==> src/rtl/vga_text_ctrl_if.sv <==
// Bundles the signals exchanged between the VGA text controller and its
// surroundings: the glyph/colour feed, the stage-0 pixel addresses and the
// registered video output.
//   master : the controller (drives addresses, syncs and colour).
//   slave  : the client (drives enable, mode, glyph bit and colours).
interface vga_text_ctrl_if;
    logic        en;
    logic        mode;
    logic        rom_data;
    logic [23:0] pix_rgb;
    logic [23:0] fg_rgb;
    logic [23:0] bg_rgb;
    logic [9:0]  h_addr;
    logic [9:0]  v_addr;
    logic [6:0]  cell_x;
    logic [4:0]  cell_y;
    logic [3:0]  pix_x;
    logic [4:0]  pix_y;
    logic        hsync;
    logic        vsync;
    logic        valid;
    logic [7:0]  vga_r;
    logic [7:0]  vga_g;
    logic [7:0]  vga_b;
    logic        frame_start;
    logic        line_start;

    modport master (
        input  en, mode, rom_data, pix_rgb, fg_rgb, bg_rgb,
        output h_addr, v_addr, cell_x, cell_y, pix_x, pix_y,
        output hsync, vsync, valid, vga_r, vga_g, vga_b, frame_start, line_start
    );

    modport slave (
        output en, mode, rom_data, pix_rgb, fg_rgb, bg_rgb,
        input  h_addr, v_addr, cell_x, cell_y, pix_x, pix_y,
        input  hsync, vsync, valid, vga_r, vga_g, vga_b, frame_start, line_start
    );
endinterface

==> src/rtl/vga_text_ctrl.sv <==
// VGA text-mode timing and pixel controller.
// Stage 0 : horizontal/vertical counters plus the active-area address,
//           character cell index and offset within the cell, all registered
//           so they always describe the same pixel as hcnt/vcnt.
// Stage 1 : syncs, valid, line/frame pulses and the colour, registered one
//           cycle after the stage-0 pixel they belong to.
// Ports:
//   pclk  - pixel clock
//   reset - asynchronous active-low reset
//   bus   - vga_text_ctrl_if master (see interface for the signal list)
module vga_text_ctrl #(
    parameter int H_SYNC   = 96,
    parameter int H_BP     = 48,
    parameter int H_ACTIVE = 640,
    parameter int H_FP     = 16,
    parameter int V_SYNC   = 2,
    parameter int V_BP     = 33,
    parameter int V_ACTIVE = 480,
    parameter int V_FP     = 10,
    parameter int CELL_W   = 9,
    parameter int CELL_H   = 16,
    parameter int SYNC_POL = 0
) (
    input  logic            pclk,
    input  logic            reset,
    vga_text_ctrl_if.master bus
);
    localparam int H_TOTAL = H_SYNC + H_BP + H_ACTIVE + H_FP;
    localparam int V_TOTAL = V_SYNC + V_BP + V_ACTIVE + V_FP;
    // One spare code point so the end-of-active bound fits even with no porch.
    localparam int HW = $clog2(H_TOTAL + 1);
    localparam int VW = $clog2(V_TOTAL + 1);

    localparam logic [HW-1:0] H_LAST  = HW'(H_TOTAL - 1);
    localparam logic [HW-1:0] H_START = HW'(H_SYNC + H_BP);
    localparam logic [HW-1:0] H_END   = HW'(H_SYNC + H_BP + H_ACTIVE);
    localparam logic [HW-1:0] H_SYEND = HW'(H_SYNC);
    localparam logic [VW-1:0] V_LAST  = VW'(V_TOTAL - 1);
    localparam logic [VW-1:0] V_START = VW'(V_SYNC + V_BP);
    localparam logic [VW-1:0] V_END   = VW'(V_SYNC + V_BP + V_ACTIVE);
    localparam logic [VW-1:0] V_SYEND = VW'(V_SYNC);
    localparam logic [3:0]    PX_LAST = 4'(CELL_W - 1);
    localparam logic [4:0]    PY_LAST = 5'(CELL_H - 1);
    localparam logic          SYNC_ON = (SYNC_POL != 0);

    logic [HW-1:0] hcnt_r, hcnt_nxt_s;
    logic [VW-1:0] vcnt_r, vcnt_nxt_s;
    logic [9:0]    h_addr_r, h_addr_nxt_s, v_addr_r, v_addr_nxt_s;
    logic [6:0]    cell_x_r, cell_x_nxt_s;
    logic [4:0]    cell_y_r, cell_y_nxt_s;
    logic [3:0]    pix_x_r, pix_x_nxt_s;
    logic [4:0]    pix_y_r, pix_y_nxt_s;
    logic          line_wrap_s, h_act_nxt_s, v_act_nxt_s, h_act_s, v_act_s;
    logic [23:0]   rgb_nxt_s, rgb_r;
    logic          hsync_r, vsync_r, valid_r, frame_start_r, line_start_r;

    // Next counter position and the stage-0 address fields that go with it.
    always_comb begin
        line_wrap_s = (hcnt_r == H_LAST);
        if (line_wrap_s) begin
            hcnt_nxt_s = '0;
            if (vcnt_r == V_LAST) begin
                vcnt_nxt_s = '0;
            end else begin
                vcnt_nxt_s = vcnt_r + VW'(1);
            end
        end else begin
            hcnt_nxt_s = hcnt_r + HW'(1);
            vcnt_nxt_s = vcnt_r;
        end

        h_act_nxt_s  = (hcnt_nxt_s >= H_START) && (hcnt_nxt_s < H_END);
        v_act_nxt_s  = (vcnt_nxt_s >= V_START) && (vcnt_nxt_s < V_END);
        h_addr_nxt_s = h_act_nxt_s ? 10'(hcnt_nxt_s - H_START) : 10'd0;
        v_addr_nxt_s = v_act_nxt_s ? 10'(vcnt_nxt_s - V_START) : 10'd0;

        // Cell counters restart at the first active pixel and step on every
        // further active pixel; a short last cell still gets its own index.
        if (h_act_nxt_s && (hcnt_nxt_s != H_START)) begin
            if (pix_x_r == PX_LAST) begin
                pix_x_nxt_s  = 4'd0;
                cell_x_nxt_s = cell_x_r + 7'd1;
            end else begin
                pix_x_nxt_s  = pix_x_r + 4'd1;
                cell_x_nxt_s = cell_x_r;
            end
        end else begin
            pix_x_nxt_s  = 4'd0;
            cell_x_nxt_s = 7'd0;
        end

        // Row counters only move when the line changes.
        if (!line_wrap_s) begin
            pix_y_nxt_s  = pix_y_r;
            cell_y_nxt_s = cell_y_r;
        end else if (v_act_nxt_s && (vcnt_nxt_s != V_START)) begin
            if (pix_y_r == PY_LAST) begin
                pix_y_nxt_s  = 5'd0;
                cell_y_nxt_s = cell_y_r + 5'd1;
            end else begin
                pix_y_nxt_s  = pix_y_r + 5'd1;
                cell_y_nxt_s = cell_y_r;
            end
        end else begin
            pix_y_nxt_s  = 5'd0;
            cell_y_nxt_s = 5'd0;
        end
    end

    // Activity of the current stage-0 pixel and the colour it will display.
    // rom_data/pix_rgb are sampled alongside the addresses they answer, so
    // the resulting colour lines up with valid on the next cycle.
    always_comb begin
        h_act_s = (hcnt_r >= H_START) && (hcnt_r < H_END);
        v_act_s = (vcnt_r >= V_START) && (vcnt_r < V_END);
        if (!(h_act_s && v_act_s)) begin
            rgb_nxt_s = 24'h000000;
        end else if (bus.mode) begin
            rgb_nxt_s = bus.pix_rgb;
        end else if (bus.rom_data) begin
            rgb_nxt_s = bus.fg_rgb;
        end else begin
            rgb_nxt_s = bus.bg_rgb;
        end
    end

    // Stage 0: timing counters and address registers.
    always_ff @(posedge pclk or negedge reset) begin
        if (!reset) begin
            hcnt_r   <= '0;
            vcnt_r   <= '0;
            h_addr_r <= 10'd0;
            v_addr_r <= 10'd0;
            cell_x_r <= 7'd0;
            cell_y_r <= 5'd0;
            pix_x_r  <= 4'd0;
            pix_y_r  <= 5'd0;
        end else if (bus.en) begin
            hcnt_r   <= hcnt_nxt_s;
            vcnt_r   <= vcnt_nxt_s;
            h_addr_r <= h_addr_nxt_s;
            v_addr_r <= v_addr_nxt_s;
            cell_x_r <= cell_x_nxt_s;
            cell_y_r <= cell_y_nxt_s;
            pix_x_r  <= pix_x_nxt_s;
            pix_y_r  <= pix_y_nxt_s;
        end
    end

    // Stage 1: syncs, pulses, valid and colour for the current stage-0 pixel.
    always_ff @(posedge pclk or negedge reset) begin
        if (!reset) begin
            hsync_r       <= ~SYNC_ON;
            vsync_r       <= ~SYNC_ON;
            valid_r       <= 1'b0;
            line_start_r  <= 1'b0;
            frame_start_r <= 1'b0;
            rgb_r         <= 24'h000000;
        end else if (bus.en) begin
            hsync_r       <= (hcnt_r < H_SYEND) ? SYNC_ON : ~SYNC_ON;
            vsync_r       <= (vcnt_r < V_SYEND) ? SYNC_ON : ~SYNC_ON;
            valid_r       <= h_act_s && v_act_s;
            line_start_r  <= (hcnt_r == '0);
            frame_start_r <= (hcnt_r == '0) && (vcnt_r == '0);
            rgb_r         <= rgb_nxt_s;
        end
    end

    assign bus.h_addr      = h_addr_r;
    assign bus.v_addr      = v_addr_r;
    assign bus.cell_x      = cell_x_r;
    assign bus.cell_y      = cell_y_r;
    assign bus.pix_x       = pix_x_r;
    assign bus.pix_y       = pix_y_r;
    assign bus.hsync       = hsync_r;
    assign bus.vsync       = vsync_r;
    assign bus.valid       = valid_r;
    assign bus.line_start  = line_start_r;
    assign bus.frame_start = frame_start_r;
    assign bus.vga_r       = rgb_r[23:16];
    assign bus.vga_g       = rgb_r[15:8];
    assign bus.vga_b       = rgb_r[7:0];
endmodule

==> src/flat_wrapper.sv <==
// flat-port wrapper written by rule: the top's interface ports become plain ports
module vga_text_ctrl_flat 
#(
    parameter int H_SYNC   = 96,
    parameter int H_BP     = 48,
    parameter int H_ACTIVE = 640,
    parameter int H_FP     = 16,
    parameter int V_SYNC   = 2,
    parameter int V_BP     = 33,
    parameter int V_ACTIVE = 480,
    parameter int V_FP     = 10,
    parameter int CELL_W   = 9,
    parameter int CELL_H   = 16,
    parameter int SYNC_POL = 0
)
  (pclk, reset, bus_en, bus_mode, bus_rom_data, bus_pix_rgb, bus_fg_rgb, bus_bg_rgb, bus_h_addr, bus_v_addr, bus_cell_x, bus_cell_y, bus_pix_x, bus_pix_y, bus_hsync, bus_vsync, bus_valid, bus_vga_r, bus_vga_g, bus_vga_b, bus_frame_start, bus_line_start);
  vga_text_ctrl_if bus_i ();
  input  logic pclk;
  input  logic reset;
  input wire logic [$bits(bus_i.en)-1:0] bus_en;
  input wire logic [$bits(bus_i.mode)-1:0] bus_mode;
  input wire logic [$bits(bus_i.rom_data)-1:0] bus_rom_data;
  input wire logic [$bits(bus_i.pix_rgb)-1:0] bus_pix_rgb;
  input wire logic [$bits(bus_i.fg_rgb)-1:0] bus_fg_rgb;
  input wire logic [$bits(bus_i.bg_rgb)-1:0] bus_bg_rgb;
  output wire logic [$bits(bus_i.h_addr)-1:0] bus_h_addr;
  output wire logic [$bits(bus_i.v_addr)-1:0] bus_v_addr;
  output wire logic [$bits(bus_i.cell_x)-1:0] bus_cell_x;
  output wire logic [$bits(bus_i.cell_y)-1:0] bus_cell_y;
  output wire logic [$bits(bus_i.pix_x)-1:0] bus_pix_x;
  output wire logic [$bits(bus_i.pix_y)-1:0] bus_pix_y;
  output wire logic [$bits(bus_i.hsync)-1:0] bus_hsync;
  output wire logic [$bits(bus_i.vsync)-1:0] bus_vsync;
  output wire logic [$bits(bus_i.valid)-1:0] bus_valid;
  output wire logic [$bits(bus_i.vga_r)-1:0] bus_vga_r;
  output wire logic [$bits(bus_i.vga_g)-1:0] bus_vga_g;
  output wire logic [$bits(bus_i.vga_b)-1:0] bus_vga_b;
  output wire logic [$bits(bus_i.frame_start)-1:0] bus_frame_start;
  output wire logic [$bits(bus_i.line_start)-1:0] bus_line_start;
  assign bus_i.en = bus_en;
  assign bus_i.mode = bus_mode;
  assign bus_i.rom_data = bus_rom_data;
  assign bus_i.pix_rgb = bus_pix_rgb;
  assign bus_i.fg_rgb = bus_fg_rgb;
  assign bus_i.bg_rgb = bus_bg_rgb;
  assign bus_h_addr = bus_i.h_addr;
  assign bus_v_addr = bus_i.v_addr;
  assign bus_cell_x = bus_i.cell_x;
  assign bus_cell_y = bus_i.cell_y;
  assign bus_pix_x = bus_i.pix_x;
  assign bus_pix_y = bus_i.pix_y;
  assign bus_hsync = bus_i.hsync;
  assign bus_vsync = bus_i.vsync;
  assign bus_valid = bus_i.valid;
  assign bus_vga_r = bus_i.vga_r;
  assign bus_vga_g = bus_i.vga_g;
  assign bus_vga_b = bus_i.vga_b;
  assign bus_frame_start = bus_i.frame_start;
  assign bus_line_start = bus_i.line_start;
  vga_text_ctrl #(.H_SYNC(H_SYNC), .H_BP(H_BP), .H_ACTIVE(H_ACTIVE), .H_FP(H_FP), .V_SYNC(V_SYNC), .V_BP(V_BP), .V_ACTIVE(V_ACTIVE), .V_FP(V_FP), .CELL_W(CELL_W), .CELL_H(CELL_H), .SYNC_POL(SYNC_POL)) u_core (.pclk(pclk), .reset(reset), .bus(bus_i));
endmodule
==> config.mk <==
export PLATFORM = sky130hd
export DESIGN_NAME = vga_text_ctrl_flat
export DESIGN_NICKNAME = d
export VERILOG_FILES = /design/src/rtl/vga_text_ctrl_if.sv /design/src/rtl/vga_text_ctrl.sv /design/src/flat_wrapper.sv
export SDC_FILE = /design/constraint.sdc
export NUM_CORES = 1
export LEC_CHECK = 0
export CAP_MARGIN = 20
export CORE_MARGIN = 5
export CORE_UTILIZATION = 40
export CTS_CLUSTER_DIAMETER = 100
export CTS_CLUSTER_SIZE = 24
export DETAILED_ROUTE_END_ITERATION = 6
export GPL_TIMING_DRIVEN = 1
export MAX_ROUTING_LAYER = met4
export PLACE_DENSITY = 0.71
export SYNTH_ARGS = -nofsm -noshare
export SYNTH_HDL_FRONTEND = slang
export SYNTH_SLANG_ARGS = --single-unit
export TNS_END_PERCENT = 50
==> constraint.sdc <==
create_clock -name pclk -period 3.1 [get_ports pclk]
set_input_delay 0.62 -clock pclk [delete_from_list [all_inputs] [get_ports pclk]]
set_output_delay 0.62 -clock pclk [all_outputs]
set_load 0.02 [all_outputs]
==> impl_metrics.ini, run 1 <==
[outcome]
status = completed

[timing]
worst_slack_ns = 0.106
drv_slew = 0
worst_pin_slew_ns = 0.559
period_share_pct = 96.6
grt_setup_unrepaired = yes
fmax_ghz = 0.334
whs_ns = 0.256
setup_viol = 0
relSlewSlack_pct = 61.7
finalHoldViolations = 0
min_period_ns = 2.99
fin_worst_skew_ns = 0.00918

[detailed_routing]
vias = 5094
dr.pass1.iters = 5
routed_via_density = 5.51
drc = 0
avgRoutedWirePerCell_um = 17.0
drtIter0Drc = 323
routed_wl_mm = 15.7
postRouteAntennaNets = 0

[logic_synthesis]
avgSynthCellArea_um2 = 9.27
synth.distinct_cells = 63
syn_area_mm2 = 0.00533
synth_edf_count = 0
synth-seq-cells = 90
ys_warn_count = 0
yosys.area.top_type_share_pct = 41.3
syn_nets = 665
seq_area_frac_synth_pct = 42.3
yosys_most_used_dff = dfrtp_1
yosys.area.top_type = dfrtp_1
synthCells = 575
yosys-top-cells-area = dfrtp_1, o2bb2ai_1, mux2i_1, nor2_1, a21oi_1
async_reset_ff_share_pct = 100

[global_routing]
grtUsageTotal_pct = 20.7
gr-total-overflow = 0
antenna_found_initial = 0
first_global_vias = 5173
grt_pass1_wl_mm = 26.5
grt_max_degree = 51

[cts]
cts_buffer_depth = 2
numCtsBuffers = 9
cts_tree = done
clkSlewWorstSetupHoldPaths_ns = 0.07
clk_latency_ns = 0.35
cts.sinks = 90
cts-htree-levels = 3
cts-root-buf = clkbuf_16

[floorplan]
io_pins = 147
start_util_pct = 40.6
dieHeight_um = 125
chipWidth_um = 125
core.rowCount = 42
core_region_area_mm2 = 0.0131
die_area_mm2 = 0.0157

[power]
p_leak_nw = 3.19
power.density_mw_per_mm2 = 498
power_mw = 3.77
vdd_drop_max_v = 0.000288

[placement]
place_area_mm2 = 0.00724
port_buffers = 146
dpl_worst_slack_ns = 0.0780
place_congestion = 0.931
dp_hpwl_mm = 11.9

[critical_path]
cp.arrival_ns = 3.23
required_ns = 3.33
end_kind = flop
cp_max_fo = 7
cp-start-kind = flop
critPathKind = flop to flop

[run]
cap_violations = 0

[min_path]
hold_path_class = input port to asynchronous set/reset pin

[layout]
multi_input_area_mm2 = 0.00288
fill_cells = 1163
finalInstanceArea_mm2 = 0.00757
seqCellArea_mm2 = 0.00225
layout.nets = 833
final_common_cell = clkdlybuf4s50_1
layout_common_cells = clkdlybuf4s50_1, dfrtp_1, buf_4
area_delta_synth_final_pct = 42.1
antenna_cells = 0
fin_util_pct = 57.7
drive_gt1_share_pct = 12.4
==> layout make-up <==
| type | count | share of cell area (%) |
|---|---|---|
| clock inverters | 6 | 0.562 |
| inverters | 25 | 1.24 |
| well taps | 176 | 2.91 |
| flip-flops and latches | 90 | 29.8 |
| multi-input cells | 420 | 38.0 |
| repair buffers | 197 | 24.5 |
| clock buffers | 10 | 3.02 |
==> cells in the mapped netlist (9+ instances only) <==
cell and instances:
clkbuf_1 34, ha_1 13, a21oi_1 36, xnor2_1 18
inv_1 24, o2bb2ai_1 43, o21ai_0 23, nand4_1 9
dfrtp_1 88, nand2_1 41, o22ai_1 9, nor2_1 50
nor3_1 13, mux2i_1 27, nand3_1 27, o31ai_1 9
==> registers in the layout, indices dropped and copies added, names as in the netlist, 4 cells and up <==
name               cells
u_core.bus.pix_y       5
u_core.bus.pix_x       4
u_core.bus.cell_x      7
u_core.bus.h_addr     10
u_core.vcnt_r         10
u_core.bus.v_addr     10
u_core.bus.cell_y      5
u_core.hcnt_r         10
u_core.rgb_r          24
==> path summary, 6_finish.rpt <==
kind                                                  start                               end  slack [ns]  cells after the start
min                                                   reset  u_core.bus.cell_x[5]$_DFFE_PN0P_        0.26                      1
max reg2reg                    u_core.hcnt_r[6]$_DFFE_PN0P_   u_core.bus.pix_y[2]$_DFFE_PN0P_        0.11                     12
max                            u_core.hcnt_r[6]$_DFFE_PN0P_   u_core.bus.pix_y[2]$_DFFE_PN0P_        0.11                     12
max in group asynchronous                             reset      u_core.bus.vsync$_DFFE_PN1P_        2.12                      2
min reg2reg                u_core.bus.h_addr[7]$_DFFE_PN0P_  u_core.bus.h_addr[7]$_DFFE_PN0P_        0.48                      1
min in group pclk          u_core.bus.h_addr[7]$_DFFE_PN0P_  u_core.bus.h_addr[7]$_DFFE_PN0P_        0.48                      1
==> through the flow <==
step                      instances  setup TNS, ns
after floorplan                 575          -1.13
after global placement          906              0
after detailed placement        906              0
after CTS                       922              0
after global routing            924        -0.0597
final                           924              0
==> power breakdown <==
part / internal, mW / total [mW] / switching, mW
Clock: 0.545 / 1.01 / 0.466
Sequential: 1.33 / 1.47 / 0.136
Combinational: 0.607 / 1.30 / 0.689
Total: 2.48 / 3.77 / 1.29
==> what timing repair did <==
item	in CTS	in global routing
buffers inserted	0	1
hold buffers	0	0
setup endpoints to repair	0	22
gates resized for setup	0	10
endpoints found under the hold margin	0	0
==> layer usage <==
metal,vias to the layer above,routed length [um],track usage (%)
li1,2457,-,-
met1,2429,7140,26.9
met2,186,7520,32.6
met3,22,821,3.84
met4,0,269,6.95
met5,-,0,-
==> critical path, cell delays in order, from the launching register on <==
cell	delay, ns
dfrtp_1	0.38
or3b_1	0.40
or3_4	0.42
a21o_1	0.21
ha_2	0.22
inv_1	0.08
nand4_1	0.11
a311oi_2	0.26
a31oi_2	0.17
o21a_2	0.27
buf_4	0.14
o22ai_1	0.16
nand2_1	0.07
==> cells by family (layout without fill, tap and decap cells) <==
family / count (synthesis) / in the layout / synth area share, %
AND/OR/NAND/NOR: 187 / 187 / 17.5
AO/OA/AOI/OAI: 164 / 165 / 22.2
flip-flops: 90 / 90 / 42.3
buffers and inverters: 66 / 238 / 5.19
multiplexers: 29 / 29 / 5.49
XOR/XNOR: 26 / 26 / 4.27
adder cells (fa/ha/maj): 13 / 13 / 3.05
Power figures use the tool's default switching activity.
==> inputs of run 2 (changes only) <==
--- a/config.mk
+++ b/config.mk
@@ -7,13 +7,13 @@
 export LEC_CHECK = 0
 export CAP_MARGIN = 20
 export CORE_MARGIN = 5
-export CORE_UTILIZATION = 40
+export CORE_UTILIZATION = 44
 export CTS_CLUSTER_DIAMETER = 100
 export CTS_CLUSTER_SIZE = 24
 export DETAILED_ROUTE_END_ITERATION = 6
 export GPL_TIMING_DRIVEN = 1
 export MAX_ROUTING_LAYER = met4
-export PLACE_DENSITY = 0.71
+export PLACE_DENSITY = 0.77
 export SYNTH_ARGS = -nofsm -noshare
 export SYNTH_HDL_FRONTEND = slang
 export SYNTH_SLANG_ARGS = --single-unit
==> run 2 against run 1 <==
The run now ends with negative setup slack left. Power rose by 4.1%. Clock skew rose by 0.0025 ns. First-iteration DRC count rose by 69%. Critical path type unchanged. Largest cell class unchanged. Highest routed layer unchanged.
==> impl_metrics.ini, run 2 (same netlist as run 1, synthesis figures left out) <==
[outcome]
status = complete, but fails checks
violations = negative setup slack

[layout]
finalInstanceArea_mm2 = 0.00763
final_common_cell = clkdlybuf4s50_1
layout_common_cells = clkdlybuf4s50_1, dfrtp_1, buf_4
regMostFlops = u_core.rgb_r
fill_cells = 1004
area_delta_synth_final_pct = 43.1
drive_gt1_share_pct = 12.8
largest_reg_flops = 24
layout.nets = 835

[placement]
place_area_mm2 = 0.00719
port_buffers = 146
dp_hpwl_mm = 12.2
place_congestion = 0.883
dpl_worst_slack_ns = -0.0193

[timing]
worst_slack_ns = -0.0136
finalHoldViolations = 0
period_share_pct = 100
setup_tns_ns = -0.0136
fmax_ghz = 0.321
drv_slew = 0
setup_viol = 1
fin_worst_skew_ns = 0.0116
min_period_ns = 3.11
worst_pin_slew_ns = 0.543
relSlewSlack_pct = 63.5

[global_routing]
antenna_found_initial = 1
first_global_vias = 5203
gr-total-overflow = 0
grtUsageTotal_pct = 23.5
grt_pass1_wl_mm = 26.9
grt_max_degree = 90

[detailed_routing]
dr.pass1.iters = 6
vias = 5236
drtIter0Drc = 545
routed_via_density = 5.83
routed_wl_mm = 16.6
drc = 0
postRouteAntennaNets = 0
avgRoutedWirePerCell_um = 18.4

[cts]
cts_buffer_depth = 2
cts-htree-levels = 3
clkSlewWorstSetupHoldPaths_ns = 0.07
cts_hold_buf = 0
cts_tree = done
cts-root-buf = clkbuf_16
clk_latency_ns = 0.35
numCtsBuffers = 9
cts.sinks = 90

[critical_path]
end_kind = flop
cp.arrival_ns = 3.34
cp-start-kind = flop
required_ns = 3.33
r2r_start = u_core.hcnt_r[6]$_DFFE_PN0P_
crit_start = u_core.hcnt_r[6]$_DFFE_PN0P_
critPathKind = flop to flop
cp_max_fo = 9

[power]
power.density_mw_per_mm2 = 515
p_leak_nw = 3.23
vdd_drop_max_v = 0.000240

[run]
cap_violations = 0

[min_path]
hold_path_class = input port to asynchronous set/reset pin

[floorplan]
die_area_mm2 = 0.0144
chipWidth_um = 120
core_region_area_mm2 = 0.0120
dieHeight_um = 120
io_pins = 147
start_util_pct = 44.6
core.rowCount = 40
==> run 2: changes by cell type in the layout (fill, tap and decap cells not counted), moves of 2 or more <==
cell        before  now
clkinv_2         2    0
clkinvlp_4       2    0
inv_8            0    2
ha_1            12   10
buf_6            0    2
==> run 2: timing repair <==
item	CTS	global route
pin swaps	0	6
endpoints found under the setup margin	3	20
buffers inserted	0	6
resized for setup	1	13
==> run 2: path summary, 6_finish.rpt <==
path	to	slack [ns]	cells past startpoint
max	u_core.bus.cell_y[0]$_DFFE_PN0P_	-0.01	13
min	u_core.bus.hsync$_DFFE_PN1P_	0.23	1
max reg2reg	u_core.bus.cell_y[0]$_DFFE_PN0P_	-0.01	13
min reg2reg	u_core.bus.v_addr[1]$_DFFE_PN0P_	0.49	1
max in group asynchronous	u_core.bus.vsync$_DFFE_PN1P_	2.38	2
min in group pclk	u_core.bus.v_addr[1]$_DFFE_PN0P_	0.49	1
==> run 2: worst max-delay path, cell delays in order, from the launching register on <==
cell,delay (ns)
dfrtp_1,0.37
or3b_1,0.39
buf_4,0.19
nor3_1,0.25
o21ai_0,0.25
ha_4,0.25
inv_1,0.08
nand4_1,0.10
a311oi_1,0.24
a31oi_1,0.14
o21a_2,0.30
buf_4,0.15
o22ai_1,0.22
nand2_1,0.08
==> run 2: per-layer routing <==
metal | share of wire [%] | global-route usage, % | vias to the layer above
met4 | 1.4 | 7.80 | 0
li1 | - | - | 2452
met5 | 0 | - | -
met1 | 43 | 29.6 | 2501
met3 | 7.6 | 4.29 | 23
met2 | 48 | 38.4 | 260
==> run 2: layout make-up <==
cell class,count,area [um2],share of cell area [%]
multi-input combinational,419,2880,37.7
sequential,90,2250,29.6
timing repair buffer,200,1900,24.9
clock buffer,9,225,2.95
tap,147,184,2.41
clock inverter,7,95.1,1.25
inverter,25,93.8,1.23
antenna,1,2.50,0.0328
==> run 2: where the power goes <==
| part | internal, mW | switching, mW | total, mW | leakage [nW] |
|---|---|---|---|---|
| Clock | 0.650 | 0.505 | 1.16 | 0.157 |
| Combinational | 0.612 | 0.687 | 1.30 | 1.89 |
| Sequential | 1.33 | 0.145 | 1.47 | 1.18 |
==> run 2: through the flow <==
| stage | utilization [%] | instances | hold WS [ns] | power, mW |
|---|---|---|---|---|
| 3_5_place_dp | 60.1 | 875 | 0.473 | 2.76 |
| 3_3_place_gp | 60.1 | 875 | 0.466 | 2.72 |
| 4_1_cts | 62.8 | 891 | 0.217 | 3.93 |
| 6_report | 63.8 | 898 | 0.228 | 3.93 |
| 5_1_grt | 63.8 | 898 | 0.218 | 4.14 |
| 2_1_floorplan | - | 575 | 0.324 | 2.16 |
==> inputs of run 3 (changes only) <==
--- a/config.mk
+++ b/config.mk
@@ -5,7 +5,7 @@
 export SDC_FILE = /design/constraint.sdc
 export NUM_CORES = 1
 export LEC_CHECK = 0
-export CAP_MARGIN = 20
+export CAP_MARGIN = 5
 export CORE_MARGIN = 5
 export CORE_UTILIZATION = 44
 export CTS_CLUSTER_DIAMETER = 100
@@ -14,6 +14,7 @@
 export GPL_TIMING_DRIVEN = 1
 export MAX_ROUTING_LAYER = met4
 export PLACE_DENSITY = 0.77
+export REMOVE_ABC_BUFFERS = 1
 export SYNTH_ARGS = -nofsm -noshare
 export SYNTH_HDL_FRONTEND = slang
 export SYNTH_SLANG_ARGS = --single-unit
==> run 3 against run 2 <==
The flow now finishes without violations. Worst hold slack better by 0.045 ns. Wire length fell by 1.1%. Power fell by 1.8%. Critical path depth is 2 lower. Fmax grew 3.8%. Setup slack improved by 0.11 ns. Clock skew fell by 0.0050 ns. Largest cell class unchanged. Highest routed layer unchanged.
==> impl_metrics.ini, run 3 (same netlist as run 1, synthesis figures left out) <==
[critical_path]
cp_num_buf_inv = 1
r2r-end = u_core.bus.pix_y[3]$_DFFE_PN0P_
rr_worst_depth = 11
cp-start-kind = flop
max_stage_delay_ns = 0.43
crit_start = u_core.hcnt_r[6]$_DFFE_PN0P_
critPathSlowestCell = or3_4
critPathKind = flop to flop
r2r_start = u_core.hcnt_r[6]$_DFFE_PN0P_
rrSetupSlack_ns = 0.10
cp.arrival_ns = 3.22
crit_end = u_core.bus.pix_y[3]$_DFFE_PN0P_
required_ns = 3.32
cp_max_fo = 9
path_cells = or3b_1 > or3_4 > a21o_1 > ha_2 > inv_1 > nand4_1 > a311oi_1 > a31oi_1 > o21a_2 > o2111ai_1 > nand3_1
cp_num_cells = 11
end_kind = flop
cpLargestDelayFamily = compound AO/OA/AOI/OAI gates

[placement]
place_area_mm2 = 0.00716
place_congestion = 1.00
port_buffers = 146
dp_hpwl_mm = 12.5

[layout]
area_delta_synth_final_pct = 41.1
largest_reg_flops = 24
regMostFlops = u_core.rgb_r
fill_cells = 994
final_common_cell = clkdlybuf4s50_1
seqCellArea_mm2 = 0.00225
drive_gt1_share_pct = 11.8
multi_input_area_mm2 = 0.00285
layout.nets = 829
finalInstanceArea_mm2 = 0.00752
antenna_cells = 0
layout_common_cells = clkdlybuf4s50_1, dfrtp_1, nor2_1
fin_util_pct = 62.8

[global_routing]
grt_max_degree = 49
grtUsageTotal_pct = 23.3
antenna_found_initial = 0
first_global_vias = 5222
gr-total-overflow = 0
grt_pass1_wl_mm = 26.7

[detailed_routing]
routed_wl_mm = 16.4
drc = 0
drtIter0Drc = 331
avgRoutedWirePerCell_um = 18.4
dr.pass1.iters = 5
routed_via_density = 5.81
vias = 5177
postRouteAntennaNets = 0

[cts]
postCtsSetupRepairBufs = 0
cts-root-buf = clkbuf_16
cts_tree = done
clkSlewWorstSetupHoldPaths_ns = 0.07
cts-htree-levels = 3
numCtsBuffers = 9
clk_latency_ns = 0.34
cts.sinks = 90
cts_buffer_depth = 2

[timing]
relSlewSlack_pct = 51.1
period_share_pct = 96.7
setup_viol = 0
fmax_ghz = 0.333
worst_pin_slew_ns = 0.733
drv_slew = 0
fin_worst_skew_ns = 0.00662
min_period_ns = 3.00
finalHoldViolations = 0

[power]
power_mw = 3.86
power.density_mw_per_mm2 = 513
p_leak_nw = 3.17
vdd_drop_max_v = 0.000232

[floorplan]
core_region_area_mm2 = 0.0120
core.rowCount = 40
chipWidth_um = 120
start_util_pct = 44.6
io_pins = 147
die_area_mm2 = 0.0144
dieHeight_um = 120

[min_path]
hold_path_class = input port to asynchronous set/reset pin

[run]
cap_violations = 0

[outcome]
status = completed
[run 3: changes by cell type in the layout (fill, tap and decap cells not counted), moves of 2 or more]
cell,change
clkinv_2,+2
ha_1,+2
buf_4,-4
inv_8,-2
clkinvlp_4,+2
[run 3: where the power goes]
part	internal, mW	switching (mW)	total [mW]
logic	0.599	0.692	1.29
clock network	0.646	0.454	1.10
registers	1.33	0.139	1.47
[run 3: layer usage]
layer	vias up	wire length, um	GRT usage, %
li1	2442	-	-
met3	33	1260	5.75
met2	213	7790	39.1
met4	0	329	5.58
met1	2489	6990	28.3
met5	-	0	-
[run 3: metrics by stage]
step	setup WS (ns)	cells	hold slack, ns	setup TNS [ns]
3_5_place_dp	0.0189	875	0.473	0
6_report	0.101	891	0.273	0
5_1_grt	-0.000200	891	0.326	-0.000200
2_1_floorplan	-0.297	534	0.324	-5.72
4_1_cts	0.0114	891	0.294	0
3_3_place_gp	0.163	875	0.467	0
[run 3: final cells by class]
type                       instances  area share (%)
multi-input combinational        419            37.9
timing repair buffer             194            24.4
clock inverter                     6           0.849
tap                              147            2.45
inverter                          25            1.25
sequential                        90            30.0
clock buffer                      10            3.18
[run 3: worst min path at each step]
| stage | from | slack [ns] | endpoint |
|---|---|---|---|
| floorplan | reset | 0.32 | u_core.bus.cell_x[0]$_DFFE_PN0P_ |
| global placement | u_core.bus.h_addr[7]$_DFFE_PN0P_ | 0.47 | u_core.bus.h_addr[7]$_DFFE_PN0P_ |
| detailed placement | u_core.bus.h_addr[7]$_DFFE_PN0P_ | 0.47 | u_core.bus.h_addr[7]$_DFFE_PN0P_ |
| CTS | reset | 0.29 | u_core.bus.v_addr[0]$_DFFE_PN0P_ |
| global route | reset | 0.33 | u_core.bus.v_addr[0]$_DFFE_PN0P_ |
| finish | reset | 0.27 | u_core.bus.v_addr[9]$_DFFE_PN0P_ |
[run 3: what timing repair did]
item                                    4_1_cts  5_1_grt
resized for setup                             1       13
gates cloned                                  0        0
hold buffers                                  0        0
endpoints found under the setup margin        1       24
endpoints found under the hold margin         0        0
pin swaps                                     0        3
